### config.mk
export PLATFORM = sky130hd
export DESIGN_NAME = mem_arbiter_flat
export DESIGN_NICKNAME = d
export VERILOG_FILES = /design/src/rtl/mem_arb_pkg.sv /design/src/rtl/mem_arbiter_if.sv /design/src/rtl/mem_arb_merge.sv /design/src/rtl/mem_arbiter.sv /design/src/flat_wrapper.sv
export SDC_FILE = /design/constraint.sdc
export NUM_CORES = 1
export LEC_CHECK = 0
export ABC_CLOCK_PERIOD_IN_PS = 10460
export BUFFER_PORTS_ARGS = -buffer_cell sky130_fd_sc_hd__buf_2
export CORE_UTILIZATION = 40
export DETAILED_ROUTE_END_ITERATION = 8
export GPL_TIMING_DRIVEN = 0
export MAX_ROUTING_LAYER = met4
export PLACE_DENSITY = 0.72
export SLEW_MARGIN = 10
export SYNTH_ARGS = -nofsm -noshare
export SYNTH_HDL_FRONTEND = slang
export SYNTH_HIERARCHICAL = 1
export SYNTH_SLANG_ARGS = --single-unit
### constraint.sdc
create_clock -name clk -period 10.46 [get_ports clk]
set_clock_uncertainty 0.05 [all_clocks]
set_input_delay 0 -clock clk [delete_from_list [all_inputs] [get_ports clk]]
set_output_delay 0 -clock clk [all_outputs]
set_load 0.02 [all_outputs]
### src/rtl/mem_arb_pkg.sv
// Shared types for the two-port memory arbiter: access sizes, FSM states,
// port-select encoding and the access legality rule.
package mem_arb_pkg;

  typedef enum logic [1:0] {
    SZ_BYTE = 2'b00,
    SZ_HALF = 2'b01,
    SZ_WORD = 2'b10
  } size_e;

  typedef enum logic [1:0] {
    IDLE,
    RMW_RD,
    RMW_WR
  } state_e;

  typedef enum logic {
    PORT_IF = 1'b0,
    PORT_DM = 1'b1
  } port_e;

  // A half at lane 3 would straddle two words; size 2'b11 has no meaning.
  function automatic logic access_illegal(input logic [1:0] size, input logic [1:0] lane);
    return (size == 2'b11) || ((size == SZ_HALF) && (lane == 2'd3));
  endfunction

endpackage

### src/rtl/mem_arbiter_if.sv
// Core-side request/response ports plus the memory-side bus of mem_arbiter.
// The slave modport is the arbiter's view; master is the core/memory view.
interface mem_arbiter_if #(
  parameter int AWIDTH = 32,
  parameter int DWIDTH = 32
);
  logic              if_req_i;
  logic [AWIDTH-1:0] if_addr_i;
  logic              if_gnt_o;
  logic              if_rvalid_o;
  logic [DWIDTH-1:0] if_rdata_o;

  logic              dm_req_i;
  logic              dm_we_i;
  logic [1:0]        dm_size_i;
  logic [AWIDTH-1:0] dm_addr_i;
  logic [DWIDTH-1:0] dm_wdata_i;
  logic              dm_gnt_o;
  logic              dm_rvalid_o;
  logic [DWIDTH-1:0] dm_rdata_o;
  logic              dm_err_o;

  logic [AWIDTH-1:0] mem_addr_o;
  logic [DWIDTH-1:0] mem_wdata_o;
  logic              mem_read_en_o;
  logic              mem_write_en_o;
  logic [DWIDTH-1:0] mem_rdata_i;

  modport slave (
    input  if_req_i, if_addr_i,
    input  dm_req_i, dm_we_i, dm_size_i, dm_addr_i, dm_wdata_i,
    input  mem_rdata_i,
    output if_gnt_o, if_rvalid_o, if_rdata_o,
    output dm_gnt_o, dm_rvalid_o, dm_rdata_o, dm_err_o,
    output mem_addr_o, mem_wdata_o, mem_read_en_o, mem_write_en_o
  );

  modport master (
    output if_req_i, if_addr_i,
    output dm_req_i, dm_we_i, dm_size_i, dm_addr_i, dm_wdata_i,
    output mem_rdata_i,
    input  if_gnt_o, if_rvalid_o, if_rdata_o,
    input  dm_gnt_o, dm_rvalid_o, dm_rdata_o, dm_err_o,
    input  mem_addr_o, mem_wdata_o, mem_read_en_o, mem_write_en_o
  );
endinterface

### src/rtl/mem_arb_merge.sv
// Combinational lane merge for sub-word stores: replaces the selected byte
// or halfword of the old word with the right-justified new data.
module mem_arb_merge
  import mem_arb_pkg::*;
(
  input  logic [31:0] old_word,
  input  logic [31:0] new_data,
  input  logic [1:0]  lane,
  input  size_e       size,
  output logic [31:0] merged
);

  logic [4:0]  shift;
  logic [31:0] mask;

  assign shift = {lane, 3'b000};

  // NOTE: every always_comb output gets a default first so no latch is inferred.
  always_comb begin
    mask = 32'hFFFF_FFFF;
    case (size)
      SZ_BYTE: mask = 32'h0000_00FF << shift;
      SZ_HALF: mask = 32'h0000_FFFF << shift;
      default: mask = 32'hFFFF_FFFF;
    endcase
  end

  assign merged = (old_word & ~mask) | ((new_data << shift) & mask);

endmodule

### src/rtl/mem_arbiter.sv
// Round-robin arbiter between instruction fetch and load/store in front of a
// single-ported word-write memory; sub-word stores run as read-modify-write.
module mem_arbiter
  import mem_arb_pkg::*;
#(
  parameter int AWIDTH = 32,
  parameter int DWIDTH = 32
) (
  input logic          clk,
  input logic          rst,
  mem_arbiter_if.slave bus
);

  state_e            state;
  port_e             last_gnt;
  logic [AWIDTH-1:0] rmw_addr;
  logic [1:0]        rmw_lane;
  size_e             rmw_size;
  logic [DWIDTH-1:0] rmw_data;
  logic [DWIDTH-1:0] rmw_word;
  logic [DWIDTH-1:0] merged;

  logic              if_rvalid;
  logic [DWIDTH-1:0] if_rdata;
  logic              dm_rvalid;
  logic [DWIDTH-1:0] dm_rdata;
  logic              dm_err;

  logic if_win;
  logic dm_win;
  logic dm_bad;
  logic dm_sub;
  logic dm_load;

  assign dm_bad  = access_illegal(bus.dm_size_i, bus.dm_addr_i[1:0]);
  assign dm_sub  = bus.dm_we_i && !dm_bad && (bus.dm_size_i != SZ_WORD);
  assign dm_load = !bus.dm_we_i && !dm_bad;

  // On a tie the port that did not win last time is served.
  always_comb begin
    if_win = 1'b0;
    dm_win = 1'b0;
    if (!rst && state == IDLE) begin
      if (bus.if_req_i && (!bus.dm_req_i || last_gnt == PORT_DM)) begin
        if_win = 1'b1;
      end else if (bus.dm_req_i) begin
        dm_win = 1'b1;
      end
    end
  end

  assign bus.if_gnt_o = if_win;
  assign bus.dm_gnt_o = dm_win;

  always_comb begin
    bus.mem_addr_o     = '0;
    bus.mem_wdata_o    = '0;
    bus.mem_read_en_o  = 1'b0;
    bus.mem_write_en_o = 1'b0;
    case (state)
      IDLE: begin
        if (if_win) begin
          bus.mem_addr_o    = bus.if_addr_i;
          bus.mem_read_en_o = 1'b1;
        end else if (dm_win && !dm_bad && !dm_sub) begin
          bus.mem_addr_o = bus.dm_addr_i;
          if (bus.dm_we_i) begin
            bus.mem_write_en_o = 1'b1;
            bus.mem_wdata_o    = bus.dm_wdata_i;
          end else begin
            bus.mem_read_en_o = 1'b1;
          end
        end
      end
      RMW_RD: begin
        bus.mem_addr_o    = rmw_addr;
        bus.mem_read_en_o = 1'b1;
      end
      RMW_WR: begin
        // Gated by rst so an aborted RMW never commits a partial write.
        bus.mem_addr_o     = rmw_addr;
        bus.mem_wdata_o    = rmw_word;
        bus.mem_write_en_o = !rst;
      end
      default: ;
    endcase
  end

  mem_arb_merge u_merge (
    .old_word (bus.mem_rdata_i),
    .new_data (rmw_data),
    .lane     (rmw_lane),
    .size     (rmw_size),
    .merged   (merged)
  );

  // NOTE: sequential state uses non-blocking assignments only, so every
  // register samples pre-edge values regardless of statement order.
  always_ff @(posedge clk or posedge rst) begin
    if (rst) begin
      state     <= IDLE;
      last_gnt  <= PORT_IF;
      rmw_addr  <= '0;
      rmw_lane  <= '0;
      rmw_size  <= SZ_BYTE;
      rmw_data  <= '0;
      rmw_word  <= '0;
      if_rvalid <= 1'b0;
      if_rdata  <= '0;
      dm_rvalid <= 1'b0;
      dm_rdata  <= '0;
      dm_err    <= 1'b0;
    end else begin
      if_rvalid <= if_win;
      if_rdata  <= if_win ? bus.mem_rdata_i : '0;
      dm_rvalid <= (dm_win && !dm_sub) || (state == RMW_WR);
      dm_rdata  <= (dm_win && dm_load) ? bus.mem_rdata_i : '0;
      dm_err    <= dm_win && dm_bad;

      if (if_win) begin
        last_gnt <= PORT_IF;
      end else if (dm_win) begin
        last_gnt <= PORT_DM;
      end

      case (state)
        IDLE: begin
          if (dm_win && dm_sub) begin
            rmw_addr <= {bus.dm_addr_i[AWIDTH-1:2], 2'b00};
            rmw_lane <= bus.dm_addr_i[1:0];
            rmw_size <= size_e'(bus.dm_size_i);
            rmw_data <= bus.dm_wdata_i;
            state    <= RMW_RD;
          end
        end
        RMW_RD: begin
          rmw_word <= merged;
          state    <= RMW_WR;
        end
        RMW_WR:  state <= IDLE;
        default: state <= IDLE;
      endcase
    end
  end

  assign bus.if_rvalid_o = if_rvalid;
  assign bus.if_rdata_o  = if_rdata;
  assign bus.dm_rvalid_o = dm_rvalid;
  assign bus.dm_rdata_o  = dm_rdata;
  assign bus.dm_err_o    = dm_err;

endmodule

### src/flat_wrapper.sv
// flat-port wrapper written by rule: the top's interface ports become plain ports
module mem_arbiter_flat import mem_arb_pkg::*;
#(
  parameter int AWIDTH = 32,
  parameter int DWIDTH = 32
)
  (clk, rst, bus_if_req_i, bus_if_addr_i, bus_dm_req_i, bus_dm_we_i, bus_dm_size_i, bus_dm_addr_i, bus_dm_wdata_i, bus_mem_rdata_i, bus_if_gnt_o, bus_if_rvalid_o, bus_if_rdata_o, bus_dm_gnt_o, bus_dm_rvalid_o, bus_dm_rdata_o, bus_dm_err_o, bus_mem_addr_o, bus_mem_wdata_o, bus_mem_read_en_o, bus_mem_write_en_o);
  mem_arbiter_if #(.AWIDTH(AWIDTH), .DWIDTH(DWIDTH)) bus_i ();
  input logic clk;
  input logic rst;
  input wire logic [$bits(bus_i.if_req_i)-1:0] bus_if_req_i;
  input wire logic [$bits(bus_i.if_addr_i)-1:0] bus_if_addr_i;
  input wire logic [$bits(bus_i.dm_req_i)-1:0] bus_dm_req_i;
  input wire logic [$bits(bus_i.dm_we_i)-1:0] bus_dm_we_i;
  input wire logic [$bits(bus_i.dm_size_i)-1:0] bus_dm_size_i;
  input wire logic [$bits(bus_i.dm_addr_i)-1:0] bus_dm_addr_i;
  input wire logic [$bits(bus_i.dm_wdata_i)-1:0] bus_dm_wdata_i;
  input wire logic [$bits(bus_i.mem_rdata_i)-1:0] bus_mem_rdata_i;
  output wire logic [$bits(bus_i.if_gnt_o)-1:0] bus_if_gnt_o;
  output wire logic [$bits(bus_i.if_rvalid_o)-1:0] bus_if_rvalid_o;
  output wire logic [$bits(bus_i.if_rdata_o)-1:0] bus_if_rdata_o;
  output wire logic [$bits(bus_i.dm_gnt_o)-1:0] bus_dm_gnt_o;
  output wire logic [$bits(bus_i.dm_rvalid_o)-1:0] bus_dm_rvalid_o;
  output wire logic [$bits(bus_i.dm_rdata_o)-1:0] bus_dm_rdata_o;
  output wire logic [$bits(bus_i.dm_err_o)-1:0] bus_dm_err_o;
  output wire logic [$bits(bus_i.mem_addr_o)-1:0] bus_mem_addr_o;
  output wire logic [$bits(bus_i.mem_wdata_o)-1:0] bus_mem_wdata_o;
  output wire logic [$bits(bus_i.mem_read_en_o)-1:0] bus_mem_read_en_o;
  output wire logic [$bits(bus_i.mem_write_en_o)-1:0] bus_mem_write_en_o;
  assign bus_i.if_req_i = bus_if_req_i;
  assign bus_i.if_addr_i = bus_if_addr_i;
  assign bus_i.dm_req_i = bus_dm_req_i;
  assign bus_i.dm_we_i = bus_dm_we_i;
  assign bus_i.dm_size_i = bus_dm_size_i;
  assign bus_i.dm_addr_i = bus_dm_addr_i;
  assign bus_i.dm_wdata_i = bus_dm_wdata_i;
  assign bus_i.mem_rdata_i = bus_mem_rdata_i;
  assign bus_if_gnt_o = bus_i.if_gnt_o;
  assign bus_if_rvalid_o = bus_i.if_rvalid_o;
  assign bus_if_rdata_o = bus_i.if_rdata_o;
  assign bus_dm_gnt_o = bus_i.dm_gnt_o;
  assign bus_dm_rvalid_o = bus_i.dm_rvalid_o;
  assign bus_dm_rdata_o = bus_i.dm_rdata_o;
  assign bus_dm_err_o = bus_i.dm_err_o;
  assign bus_mem_addr_o = bus_i.mem_addr_o;
  assign bus_mem_wdata_o = bus_i.mem_wdata_o;
  assign bus_mem_read_en_o = bus_i.mem_read_en_o;
  assign bus_mem_write_en_o = bus_i.mem_write_en_o;
  mem_arbiter #(.AWIDTH(AWIDTH), .DWIDTH(DWIDTH)) u_core (.clk(clk), .rst(rst), .bus(bus_i));
endmodule
### Word-level counts from Yosys, hierarchy flattened

Index checks and enable logic that the tools add are counted.

| storage, ports and cells | value |
|---|---|
| bits in registers | 168 |
| input bits | 135 |
| output and inout port bits | 135 |
| word-level logic and storage cells | 79 |

| cells by class | value |
|---|---|
| eq/ne operators | 8 |
| shifts and indexed selects | 3 |
| multiplexer cells | 27 |
| bitwise gates (word level) | 4 |
| reductions and logical operators | 25 |

Operators by type and width:

| kind | number |
|---|---|
| 2-to-1 mux 32 bit | 7 |
| case mux 32 bit (2 select lines) | 3 |
| bitwise AND 32 bit | 2 |
| inverter 32 bit | 1 |
| bitwise OR 32 bit | 1 |
| << shifter 16 x 5 -> 32 bit (first input constant) | 1 |
| << shifter 32 x 5 -> 32 bit | 1 |
| << shifter 8 x 5 -> 32 bit (first input constant) | 1 |
| 2-to-1 mux 1 bit | 13 |
| logical AND 1 bit | 12 |
| == test 2 x 1 -> 1 bit (second input constant) | 3 |
| == test 2 bit (second input constant) | 3 |
| logical NOT 1 bit | 5 |
| logical NOT 2 bit | 2 |
| inequality test 2 bit (second input constant) | 2 |
| case mux 1 bit (2 select lines) | 2 |
| case mux 2 bit (2 select lines) | 1 |
| logical OR 1 bit | 3 |
| 2-to-1 mux 2 bit | 1 |
| AND reduction 2 bit | 1 |
| nonzero test 2 bit | 1 |
| OR reduction 2 bit | 1 |

### Depth between registers and ports, before layout

Gate-level depths: netlist (run 1).

| logic depth | value |
|---|---|
| word-level depth | 11 |
| gate-level depth with buffers | 7 |
| gate-level depth less buffers | 5 |

### Cells and area by module

Netlist (run 1), hierarchy kept.

By module, submodules not included:

| module | instances | cells each | area an instance (µm²) | seq. area each (µm²) |
|---|---|---|---|---|
| mem_arbiter | 1 | 574 | 7531.0 | 4204.0 |
| mem_arb_merge | 1 | 113 | 929.6 | 0.0 |

### Worst setup path before layout (run 1)

No wires, ideal clock.

| path | value |
|---|---|
| path kind | input to output |
| from | in rst |
| to | out bus_mem_write_en_o |
| arrival time | 3.873 ns |
| data required time | 10.410 ns |
| setup slack | 6.537 ns |
| stages on the path | 2 |
| path buffers | 0 |
| path through | inv_1 > a21o_1 |

| between the ends | value |
|---|---|
| cells in the longest elaborated chain, start to end | 8 |

RTL lines:

| what | RTL line | source |
|---|---|---|
| from (decl) | flat_wrapper.sv:10 | `input logic rst;` |
| logical NOT 1 bit * | mem_arbiter.sv:43, mem_arbiter.sv:83 |  |
| logical AND 1 bit | mem_arbiter.sv:43 | `if (!rst && state == IDLE) begin` |
| 2-to-1 mux 1 bit | mem_arbiter.sv:43 |  |
| logical AND 1 bit (2 in series) | mem_arbiter.sv:65 | `end else if (dm_win && !dm_bad && !dm_sub) begin` |
| 2-to-1 mux 1 bit | mem_arbiter.sv:65 |  |
| 2-to-1 mux 1 bit | mem_arbiter.sv:62 | `if (if_win) begin` |
| case mux 1 bit (2 select lines) * | mem_arbiter.sv:60 | `case (state)` |
| to (decl) | flat_wrapper.sv:29 | `output wire logic [$bits(bus_i.mem_write_en_o)-1:0] bus_mem_write_en_o;` |

Every way passes the cells marked *; elsewhere a longest branch is shown, timed or not.

### Worst setup path after layout (run 1)

| path | value |
|---|---|
| from | reg u_core.state[1] |
| to | out bus_mem_wdata_o[11] |

| between the ends | value |
|---|---|
| cells in the longest elaborated chain, start to end | 8 |

RTL lines:

| what | RTL line | source |
|---|---|---|
| from (decl) | mem_arbiter.sv:14 | `state_e state;` |
| from (signal assigned) | mem_arbiter.sv:101 | `state <= IDLE;` |
| from (signal assigned) | mem_arbiter.sv:133 | `state <= RMW_RD;` |
| from (signal assigned) | mem_arbiter.sv:138 | `state <= RMW_WR;` |
| logical NOT 2 bit | mem_arbiter.sv:43, mem_arbiter.sv:60 |  |
| logical AND 1 bit | mem_arbiter.sv:43 |  |
| 2-to-1 mux 1 bit | mem_arbiter.sv:43 |  |
| logical AND 1 bit (2 in series) | mem_arbiter.sv:65 |  |
| 2-to-1 mux 32 bit | mem_arbiter.sv:65 |  |
| 2-to-1 mux 32 bit | mem_arbiter.sv:62 |  |
| case mux 32 bit (2 select lines) * | mem_arbiter.sv:60 |  |
| to (decl) | flat_wrapper.sv:27 | `output wire logic [$bits(bus_i.mem_wdata_o)-1:0] bus_mem_wdata_o;` |

Marked as above.

==> run_results.csv, run 1 <==
group,metric,value,unit
outcome,status,"complete, no violations",
synthesis,ys_warn_count,6,
synthesis,ys_seq_area_share,49.7,%
synthesis,synth_area_leaders,"dfrtp_1, mux2_2, mux2_4",
final_layout,final_nets,1218,
worst_setup_path,cpPeakStageDelay,1000,ps
global_routing,grt_usage,25.7,%
worst_hold_path,hold_start,"bus_dm_size_i[1]",
synthesis,synth_cell_types,37,
worst_setup_path,cp.buffers_inverters,3,
final_layout,area.sequential,4200,um2
routing,drc,0,
die,die_w,147,um
clock_network,htreeDepth,4,
routing,drt-initial-drc-count,387,
worst_setup_path,r2r_end,"u_core/bus.dm_rdata_o[31]$_DFF_PP0_",
sta,fin_crit,3300,ps
synthesis,syn_inst,687,
clock_network,cts-root-buf,"clkbuf_16",
worst_setup_path,worst-setup-path-type,"reg -> out",
global_routing,grt_start_max_net_pins,99,
sta,worst_slew_pin_slew,1160,ps
global_routing,gr-total-overflow,0,
clock_network,clock-sinks,168,
sta,holdWs,27.2,ps
sta,slew-limit-headroom,22.2,%
global_routing,first_global_vias,7311,
sta,clock.fmax,303,MHz
sta,min_period_over_period,31.6,%
place,dp.final_hpwl,18900,um
synthesis,synth_area_per_cell,12.3,um2
clock_network,cts_tree,"yes",
worst_setup_path,critPathRequiredTime,10410,ps
sta,rsz0062_at_grt,"no",
sta,hold_viol,0,
routing,drtAntennaViolNets,0,
synthesis,synth_seq_cells,168,
final_layout,post-route-util,57.6,%
final_layout,multiInputGateArea,3830,um2
worst_hold_path,hp-class,"in -> reg",
die,ios,270,
worst_setup_path,r2r_cells,6,
die,dieArea,21700,um2
routing,routedWlPerCell,19.4,um
sta,setup_viol,0,
power,ir_worst_vdd,0.000122,V
sta,finalMaxSlewViolations,0,
clock_network,clk_pin_slew,70,ps
routing,wirelength,26400,um
synthesis,netlist.area_leader.share,49.7,%
place,portBuffers,269,
die,initial_core_util,41.3,%
final_layout,fin_cells,1361,
routing,drt_pass1_iterations,4,
clock_network,clock_latency,420,ps
final_layout,drive_gt1_share,41.2,%
place,finalWeightedCongestion,0.884,
worst_setup_path,crit_fanout,10,
global_routing,antenna_found_initial,0,
worst_setup_path,r2r-start,"u_core/state[1]$_DFFE_PP0P_",
clock_network,post-cts-setup-buffers,0,
final_layout,n_antenna_cell,0,
final_layout,final_common_cell,"buf_2",
power,power_per_cell_area,255,nW/um2
worst_hold_path,min_to,"u_core/bus.dm_err_o$_DFF_PP0_",
worst_setup_path,critPathTopFamily,"simple AND/OR/NAND/NOR gates",
worst_setup_path,cp-start-kind,"register",
flow_run,cap_violations,0,
worst_setup_path,arrival,3250,ps
place,numPlacedInstances,1227,
routing,vias,7072,
die,dieHeight,147,um
clock_network,cts_resized,0,
power,leakage,6.25,nW
worst_setup_path,worstPathCellList,"inv_1 > ha_1 > nand2b_2 > nor4_2 > clkbuf_1 > a22o_1 > buf_2",
synthesis,yosys.area.top_type,"dfrtp_1",
worst_setup_path,reg2reg_setup_slack,7800,ps
final_layout,final_cell_mix,"buf_2, dfrtp_1, dlygate4sd3_1, mux2_2, clkbuf_1",
worst_setup_path,slowest_stage,"nor4_2",
worst_hold_path,whs_path_depth,3,
clock_network,cts_buffer_depth,2,
die,coreArea,20500,um2
synthesis,synth_nets,827,
final_layout,syn2layout_area_growth,39.5,%
routing,vias_per_cell,5.20,
die,row_count,52,
clock_network,numCtsBuffers,17,
sta,tns,0,ps
global_routing,grt_pass1_wl,41300,um
final_layout,fillers,1733,
worst_setup_path,cp-end-kind,"primary output",
synthesis,synth_area,8460,um2
[report_power, final]
group	switching, W	internal (W)	total [W]
sequential	0.000143	0.000854	0.000997
clock	0.000297	0.000326	0.000624
combinational	0.000746	0.000648	0.00139
total	0.00119	0.00183	0.00301
[cell usage after synthesis]
cell type	instances
o31ai_1	31
ha_1	5
a211oi_4	1
buf_6	7
mux2_4	39
and3_1	34
inv_1	41
nor2b_1	2
a22o_1	32
and3b_1	31
or3_1	1
nor4_2	1
dfrtp_1	168
a2111oi_2	1
nand2b_1	10
or2_2	1
o32ai_1	2
o22ai_1	1
a41oi_1	30
o2bb2ai_1	8
o41ai_1	1
buf_2	7
a211o_1	1
buf_1	1
a21o_1	2
a21oi_2	2
nand2_1	10
and2_1	34
o21ai_0	8
a21bo_2	1
clkbuf_1	44
nor2_1	11
or4_4	1
mux2_2	84
nand3_1	1
mux2i_1	32
nand2b_2	1
[state kept, by name, indices dropped and copies added (netlist names)]
register                count
u_core/bus.if_rvalid_o      1
u_core/rmw_lane             2
u_core/rmw_data            32
u_core/bus.dm_rvalid_o      1
u_core/state                2
u_core/rmw_size             2
u_core/bus.dm_err_o         1
u_core/last_gnt             1
u_core/rmw_word            32
u_core/bus.dm_rdata_o      32
u_core/bus.if_rdata_o      32
u_core/rmw_addr            30
[tightest hold or removal path: cells and delay by family]
| family | cells | cell delay (ps) |
|---|---|---|
| and+or+nand+nor | 1 | 170 |
| AOI/OAI and AO/OA | 1 | 170 |
| buffers and inverters | 1 | 120 |
[cells by family (layout without fill, tap and decap cells)]
group,after synthesis,after routing,synth area share (%)
flip-flops,168,168,49.7
adder cells (fa/ha/maj),5,5,0.739
AND/OR/NAND/NOR,138,138,10.6
AO/OA/AOI/OAI,121,121,11.9
multiplexers,155,155,21.9
buffers and inverters,100,504,5.16
[layout make-up]
cell class / instances / share of cell area, %
inverter: 41 / 1.37
clock buffer: 18 / 3.72
timing repair buffer: 372 / 20.3
clock inverter: 14 / 1.28
sequential: 168 / 35.6
multi-input combinational: 419 / 32.5
tap: 270 / 2.86
buffer: 59 / 2.40
[timing repair]
| action | CTS | global route |
|---|---|---|
| endpoints found under the hold margin | 233 | 0 |
| endpoints found under the setup margin | 0 | 0 |
| hold buffers | 102 | 0 |
[per-stage QoR]
| stage | worst slack, ps | total power (W) | cell area (um2) |
|---|---|---|---|
| 2_1_floorplan | 5840 | 0.00193 | 8460 |
| 3_3_place_gp | 3750 | 0.00232 | 10100 |
| 3_5_place_dp | 7650 | 0.00236 | 10200 |
| 4_1_cts | 7180 | 0.00302 | 11800 |
| 5_1_grt | 7010 | 0.00318 | 11800 |
| 6_report | 7160 | 0.00301 | 11800 |
[worst max-delay path by stage]
stage / startpoint / end / slack (ps) / depth (start not counted)
after detailed placement: u_core/state[1]$_DFFE_PP0P_ / bus_mem_wdata_o[11] / 7650 / 7
after global routing: u_core/state[0]$_DFFE_PP0P_ / bus_mem_wdata_o[11] / 7010 / 7
after CTS: u_core/state[0]$_DFFE_PP0P_ / bus_mem_wdata_o[11] / 7180 / 7
after floorplan: rst / u_core/bus.dm_err_o$_DFF_PP0_ / 5840 / 1
after global placement: rst / u_core/bus.dm_rdata_o[11]$_DFF_PP0_ / 3750 / 2
final: u_core/state[1]$_DFFE_PP0P_ / bus_mem_wdata_o[11] / 7160 / 7
[layer usage]
metal  up-vias  global-route usage [%]  wire, um  part of all wire [%]
li1       3280                       -         -                     -
met1      3456                    31.2     11200                    42
met2       316                    43.7     13200                    50
met3        20                    5.31      1690                   6.4
met4         0                    6.29       301                   1.1
met5         -                       -         0                     0
Note: power is estimated with default switching activity, not from simulation.
==> run 2: changes to the inputs <==
Settings changed: ABC_AREA from default to 1, ABC_CLOCK_PERIOD_IN_PS 10460 to 3340.
Clock period 10.46 ns to 3.34 ns, I/O delays scaled along.
==> run 2 against run 1 <==
- setup slack got worse by 6600 ps
- sequential cell count did not move
- sequential share of layout area barely moved
- synthesized cell count rose by 69%
- design area barely moved
- clock-buffer cell count did not move
- final cell count rose by 35%
- hold slack improved by 110 ps
- die area fell by 1.2%
- utilization rose by 0.41 points
- largest cell class unchanged
==> run_results.csv, run 2 <==
group,metric,value,unit
outcome,status,"complete, no violations",
sta,setup_viol,0,
sta,hold_viol,0,
place,dp_slack,1090,ps
synthesis,synth_area,8360,um2
final_layout,fillers,1904,
worst_setup_path,crit_fanout,11,
power,pwr-share-clk,24.0,%
synthesis,yosysMostFrequentCell,"nand2_1",
final_layout,syn2layout_area_growth,41.3,%
global_routing,antenna_found_initial,1,
die,coreArea,20400,um2
synthesis,syn_inst,1158,
power,combPwrFrac,42.7,%
worst_setup_path,worstPathCellList,"inv_1 > ha_1 > inv_2 > nor2_2 > nand3_2 > clkinv_1 > buf_2 > nand2_1 > nand2_1 > nand2_1 > nand2_1 > buf_2",
die,row_count,52,
power,p_int,0.00512,W
clock_network,clk_pin_slew,70,ps
synthesis,synth_seq_cells,168,
worst_hold_path,min_to,"u_core/last_gnt$_DFFE_PP0P_",
final_layout,final_nets,1693,
worst_setup_path,reg2reg_setup_slack,1020,ps
clock_network,clock_latency,430,ps
worst_hold_path,hold_start,"bus_dm_req_i",
final_layout,drive_gt1_share,22.9,%
global_routing,grt_usage,27.2,%
synthesis,async_flop_share,100,%
worst_setup_path,slowest_stage,"dfrtp_1",
sta,clock.fmax,361,MHz
synthesis,ys.flop_type,"dfrtp_1",
sta,tns,0,ps
power,switching_share,43.0,%
synthesis,netlist.area_leader.share,50.3,%
global_routing,grt_pass1_wl,44200,um
routing,drtAntennaViolNets,0,
worst_setup_path,startpoint,"u_core/state[0]$_DFFE_PP0P_",
routing,drc,0,
place,dp.final_hpwl,20400,um
worst_setup_path,critPathTopFamily,"buffers and inverters",
synthesis,synth_area_per_cell,7.22,um2
die,dieHeight,147,um
routing,vias_per_cell,4.86,
clock_network,htreeDepth,4,
routing,wirelength,28100,um
die,dieArea,21500,um2
sta,min_period_over_period,82.9,%
clock_network,cts_buffer_depth,2,
power,power,0.00899,W
worst_setup_path,cp-end-kind,"primary output",
worst_setup_path,worst-setup-path-type,"reg -> out",
global_routing,first_global_vias,8749,
sta,rsz0062_at_grt,"no",
place,portBuffers,268,
worst_setup_path,cp.buffers_inverters,5,
global_routing,gr-total-overflow,0,
die,ios,270,
die,die_w,147,um
clock_network,cts-root-buf,"clkbuf_16",
clock_network,numCtsBuffers,17,
routing,drt-initial-drc-count,652,
power,leakage,6.91,nW
die,initial_core_util,41.0,%
final_layout,final_common_cell,"nand2_1",
sta,worst_slew_pin_slew,882,ps
synthesis,ys_seq_area_share,50.3,%
place,finalWeightedCongestion,0.944,
power,seqPwrFrac,33.3,%
synthesis,synth_cell_types,23,
synthesis,synth_nets,1298,
sta,finalMaxSlewViolations,0,
worst_setup_path,r2r_cells,7,
worst_hold_path,hp-class,"in -> reg",
worst_hold_path,whs_path_depth,5,
worst_setup_path,r2r-start,"u_core/last_gnt$_DFFE_PP0P_",
clock_network,clock-sinks,168,
clock_network,cts_resized,0,
routing,routedWlPerCell,15.3,um
synthesis,yosys.area.top_type,"dfrtp_1",
clock_network,cts_tree,"yes",
sta,holdWs,136,ps
power,power_per_cell_area,761,nW/um2
routing,vias,8925,
worst_setup_path,cp-start-kind,"register",
sta,setup_slack,570,ps
sta,fin_crit,2770,ps
flow_run,cap_violations,0,
worst_setup_path,timing.critical_path.mode_cell,"nand2_1",
power,power_switching,0.00387,W
final_layout,final_cell_mix,"nand2_1, buf_2, dfrtp_1, dlygate4sd3_1, inv_1",
synthesis,synth_edf_count,0,
worst_setup_path,r2r_end,"u_core/bus.dm_rdata_o[6]$_DFF_PP0_",
synthesis,synthTopCellsByCount,"nand2_1, dfrtp_1, inv_1",
worst_setup_path,critPathRequiredTime,3290,ps
synthesis,synth_area_leaders,"dfrtp_1, nand2_1, inv_1",
worst_setup_path,cpPeakStageDelay,410,ps
global_routing,grt_start_max_net_pins,39,
power,ir_worst_vdd,0.000481,V
sta,slew-limit-headroom,40.6,%
routing,drt_pass1_iterations,6,
worst_setup_path,arrival,2720,ps
synthesis,ys_warn_count,6,
-- run 2: cell count changes in the layout (fill, tap and decap cells not counted), sizes merged, moves of 31 or more --
cell   previous run  this run
and2             34         0
o21ai             8        43
o31ai            31         0
nor2             11        72
buf             285       317
nand3             1        53
inv              48        94
mux2i            32         0
nand2            10       605
and3b            31         0
o22ai             1        33
mux2            123         0
a22o             32         0
and3             34         0
-- run 2: timing repair --
item                                    CTS  global route
buffers inserted                          0             0
hold endpoints to repair                189             0
hold buffers                            103             0
endpoints found under the setup margin    0             0
-- run 2: worst max-delay path by stage --
stage | endpoint | cells after the start | slack, ps
floorplan | u_core/bus.dm_err_o$_DFF_PP0_ | 1 | 1150
global placement | u_core/bus.if_rdata_o[18]$_DFF_PP0_ | 2 | 80
detailed placement | bus_mem_addr_o[7] | 12 | 1090
CTS | bus_mem_addr_o[7] | 12 | 570
global route | bus_mem_addr_o[4] | 12 | 400
finish | bus_mem_addr_o[7] | 12 | 570
-- run 2: routing by layer --
layer / track usage, % / vias up / routed length, um
li1: - / 4336 / -
met1: 33.3 / 4174 / 11700
met2: 45.6 / 369 / 13900
met3: 4.53 / 46 / 1820
met4: 9.01 / 0 / 602
met5: - / - / 0
-- run 2: tightest hold or removal path, stage by stage --
cell and delay [ps]:
buf_2 90, nand2_1 60, nand3_2 270, a21oi_1 110
inv_1 50
-- run 2: power by group through the flow --
stage	registers [W]	logic, W	clock network, W
floorplan	0.00297	0.00248	0
global placement	0.00300	0.00362	0
detailed placement	0.00301	0.00369	0
CTS	0.00299	0.00381	0.00219
global route	0.00306	0.00427	0.00228
finish	0.00299	0.00384	0.00216
-- run 2: per-stage QoR --
stage / utilization (%) / cell area, um2 / cells
floorplan: - / 8360 / 1158
global placement: 49.3 / 10000 / 1696
detailed placement: 49.8 / 10100 / 1701
CTS: 58.0 / 11800 / 1836
global route: 58.0 / 11800 / 1837
finish: 58.0 / 11800 / 1837
-- run 2: area by class of cell --
| type | count | area, um2 | share of cell area (%) |
|---|---|---|---|
| antenna | 1 | 2.50 | 0.0212 |
| multi-input combinational | 834 | 3480 | 29.5 |
| inverter | 91 | 345 | 2.92 |
| buffer | 65 | 332 | 2.81 |
| sequential | 168 | 4200 | 35.6 |
| timing repair buffer | 376 | 2470 | 20.9 |
| clock buffer | 18 | 429 | 3.63 |
| clock inverter | 14 | 209 | 1.77 |
| tap | 270 | 338 | 2.86 |
-- run 2: cell families after synthesis --
| group | after synthesis | share of synthesized area (%) |
|---|---|---|
| AO/OA/AOI/OAI | 90 | 5.97 |
| flip-flops | 168 | 50.3 |
| buffers and inverters | 156 | 8.05 |
| AND/OR/NAND/NOR | 739 | 34.9 |
| adder cells (fa/ha/maj) | 5 | 0.749 |
==> run 3: changes to the inputs <==
Settings changed: ABC_CLOCK_PERIOD_IN_PS 3340 to 2400, PLACE_DENSITY 0.72 to 0.75.
Clock period 3.34 ns to 2.4 ns, I/O delays scaled along.
==> run 3 against run 2 <==
- sequential cell count is the same
- power is 39% higher
- utilization up 0.74 points
- sequential share of layout area down 0.45 points
- hold slack worse by 45 ps
- die area unchanged
- register-to-register slack got worse by 930 ps
- setup slack worse by 520 ps
- highest routed layer unchanged
==> run_results.csv, run 3 (synthesis gave the netlist of run 2 again) <==
group,metric,value,unit
outcome,status,"complete, no violations",
clock_network,clk_pin_slew,70,ps
final_layout,n_antenna_cell,0,
sta,min_period_over_period,97.8,%
die,die_w,147,um
sta,fin_crit,2350,ps
routing,wirelength,29000,um
clock_network,cts_tree,"yes",
final_layout,fin_cells,1843,
global_routing,grt_usage,28.4,%
power,p_int,0.00707,W
sta,finalMaxSlewViolations,0,
place,portBuffers,268,
sta,worst_slew_pin_slew,1030,ps
power,pwr-share-clk,21.6,%
final_layout,syn2layout_area_growth,43.1,%
clock_network,clock_latency,440,ps
power,seqPwrFrac,33.4,%
routing,drt_pass1_iterations,8,
die,row_count,52,
global_routing,grt_pass1_wl,46100,um
power,combPwrFrac,44.9,%
routing,vias_per_cell,4.91,
die,coreArea,20400,um2
worst_setup_path,arrival,2300,ps
clock_network,cts_buffer_depth,2,
final_layout,final_nets,1701,
routing,vias,9048,
global_routing,gr-total-overflow,0,
sta,setup_slack,53.9,ps
sta,clock.fmax,426,MHz
die,dieArea,21500,um2
routing,drt-initial-drc-count,669,
final_layout,drive_gt1_share,23.9,%
final_layout,final_common_cell,"nand2_1",
power,power_per_cell_area,1040,nW/um2
worst_setup_path,worst-setup-path-type,"reg -> out",
die,dieHeight,147,um
place,dp_slack,117,ps
sta,setup_viol,0,
worst_hold_path,hp-class,"in -> reg",
worst_setup_path,crit_fanout,10,
clock_network,cts-root-buf,"clkbuf_16",
clock_network,htreeDepth,4,
die,ios,270,
worst_setup_path,cp-end-kind,"primary output",
worst_setup_path,cp-start-kind,"register",
sta,hold_viol,0,
clock_network,numCtsBuffers,17,
power,leakage,6.93,nW
final_layout,fillers,1816,
power,power_switching,0.00542,W
flow_run,cap_violations,0,
sta,slew-limit-headroom,30.7,%
routing,drc,0,
power,switching_share,43.4,%
worst_setup_path,critPathRequiredTime,2350,ps
global_routing,grt_start_max_net_pins,39,
place,finalWeightedCongestion,0.951,
routing,drtAntennaViolNets,0,
power,ir_worst_vdd,0.000651,V
final_layout,final_cell_mix,"nand2_1, buf_2, dfrtp_1, dlygate4sd3_1, inv_1",
clock_network,clock-sinks,168,
routing,routedWlPerCell,15.7,um
place,numPlacedInstances,1700,
die,initial_core_util,41.0,%
global_routing,first_global_vias,8880,
global_routing,antenna_found_initial,0,
place,dp.final_hpwl,20600,um
[run 3: changes by cell type in the layout (fill, tap and decap cells not counted), moves of 3 or more]
cell | previous run | this run
buf_4 | 17 | 38
inv_1 | 84 | 81
buf_6 | 0 | 5
buf_2 | 287 | 268
inv_6 | 4 | 0
clkinv_2 | 0 | 4
o22ai_2 | 0 | 3
o22ai_1 | 33 | 29
[run 3: stage by stage]
stage	util [%]	area, um2	hold slack [ps]	total power, W	setup TNS, ps
2_1_floorplan	-	8360	66.6	0.00758	0
3_3_place_gp	49.3	10000	168	0.00923	-138900
3_5_place_dp	49.7	10100	126	0.00935	0
4_1_cts	58.2	11800	70.9	0.0123	0
5_1_grt	58.7	12000	83.2	0.0133	-145
6_report	58.7	12000	90.6	0.0125	0
[run 3: timing repair]
item / in CTS / in global routing
hold buffers: 103 / 0
pin swaps: 4 / 5
buffers inserted: 4 / 4
gates cloned: 1 / 0
resized for setup: 19 / 29
endpoints found under the hold margin: 188 / 0
endpoints found under the setup margin: 61 / 65
[run 3: final timing paths]
check / startpoint / end / slack, ps / cells past startpoint
max: u_core/state[1]$_DFFE_PP0P_ / bus_mem_wdata_o[3] / 50 / 11
min: bus_if_req_i / u_core/bus.if_rvalid_o$_DFF_PP0_ / 90 / 4
max reg2reg: u_core/state[1]$_DFFE_PP0P_ / u_core/bus.dm_err_o$_DFF_PP0_ / 90 / 8
min reg2reg: u_core/rmw_data[29]$_DFFE_PP0P_ / u_core/rmw_data[29]$_DFFE_PP0P_ / 420 / 2
max in group asynchronous: rst / u_core/bus.if_rdata_o[25]$_DFF_PP0_ / 1170 / 5
min in group asynchronous: rst / u_core/rmw_size[0]$_DFFE_PP0P_ / 230 / 3
[run 3: metal layers]
metal / vias to the layer above / wire, um / global-route usage [%]
met5: - / 0 / -
met2: 394 / 14300 / 47.0
met4: 0 / 903 / 12.3
met3: 60 / 1790 / 4.75
li1: 4357 / - / -
met1: 4237 / 12000 / 34.0
[run 3: power by group through the flow]
stage	clock, W	combinational, W	sequential [W]
after CTS	0.00276	0.00539	0.00417
after floorplan	0	0.00345	0.00413
after detailed placement	0	0.00516	0.00419
final	0.00270	0.00561	0.00418
after global placement	0	0.00505	0.00418
after global routing	0.00288	0.00620	0.00426
[run 3: final cells by class]
cell class	count	area, um2	share of cell area, %
Sequential cell	168	4200	35.1
Multi-Input combinational cell	834	3560	29.7
Timing Repair Buffer	384	2580	21.6
Clock buffer	20	447	3.73
Buffer	65	360	3.01
Inverter	91	350	2.93
Tap cell	270	338	2.82
Clock inverter	11	125	1.05
[run 3: critical path, stage by stage (launching register included)]
cell     delay [ps]
dfrtp_1         420
inv_2           120
ha_4            140
inv_2            50
nor2_4          160
nand2_4         100
nor2_4          120
buf_12          140
nand2_4          90
buf_4           200
o22ai_1         150
buf_4           180
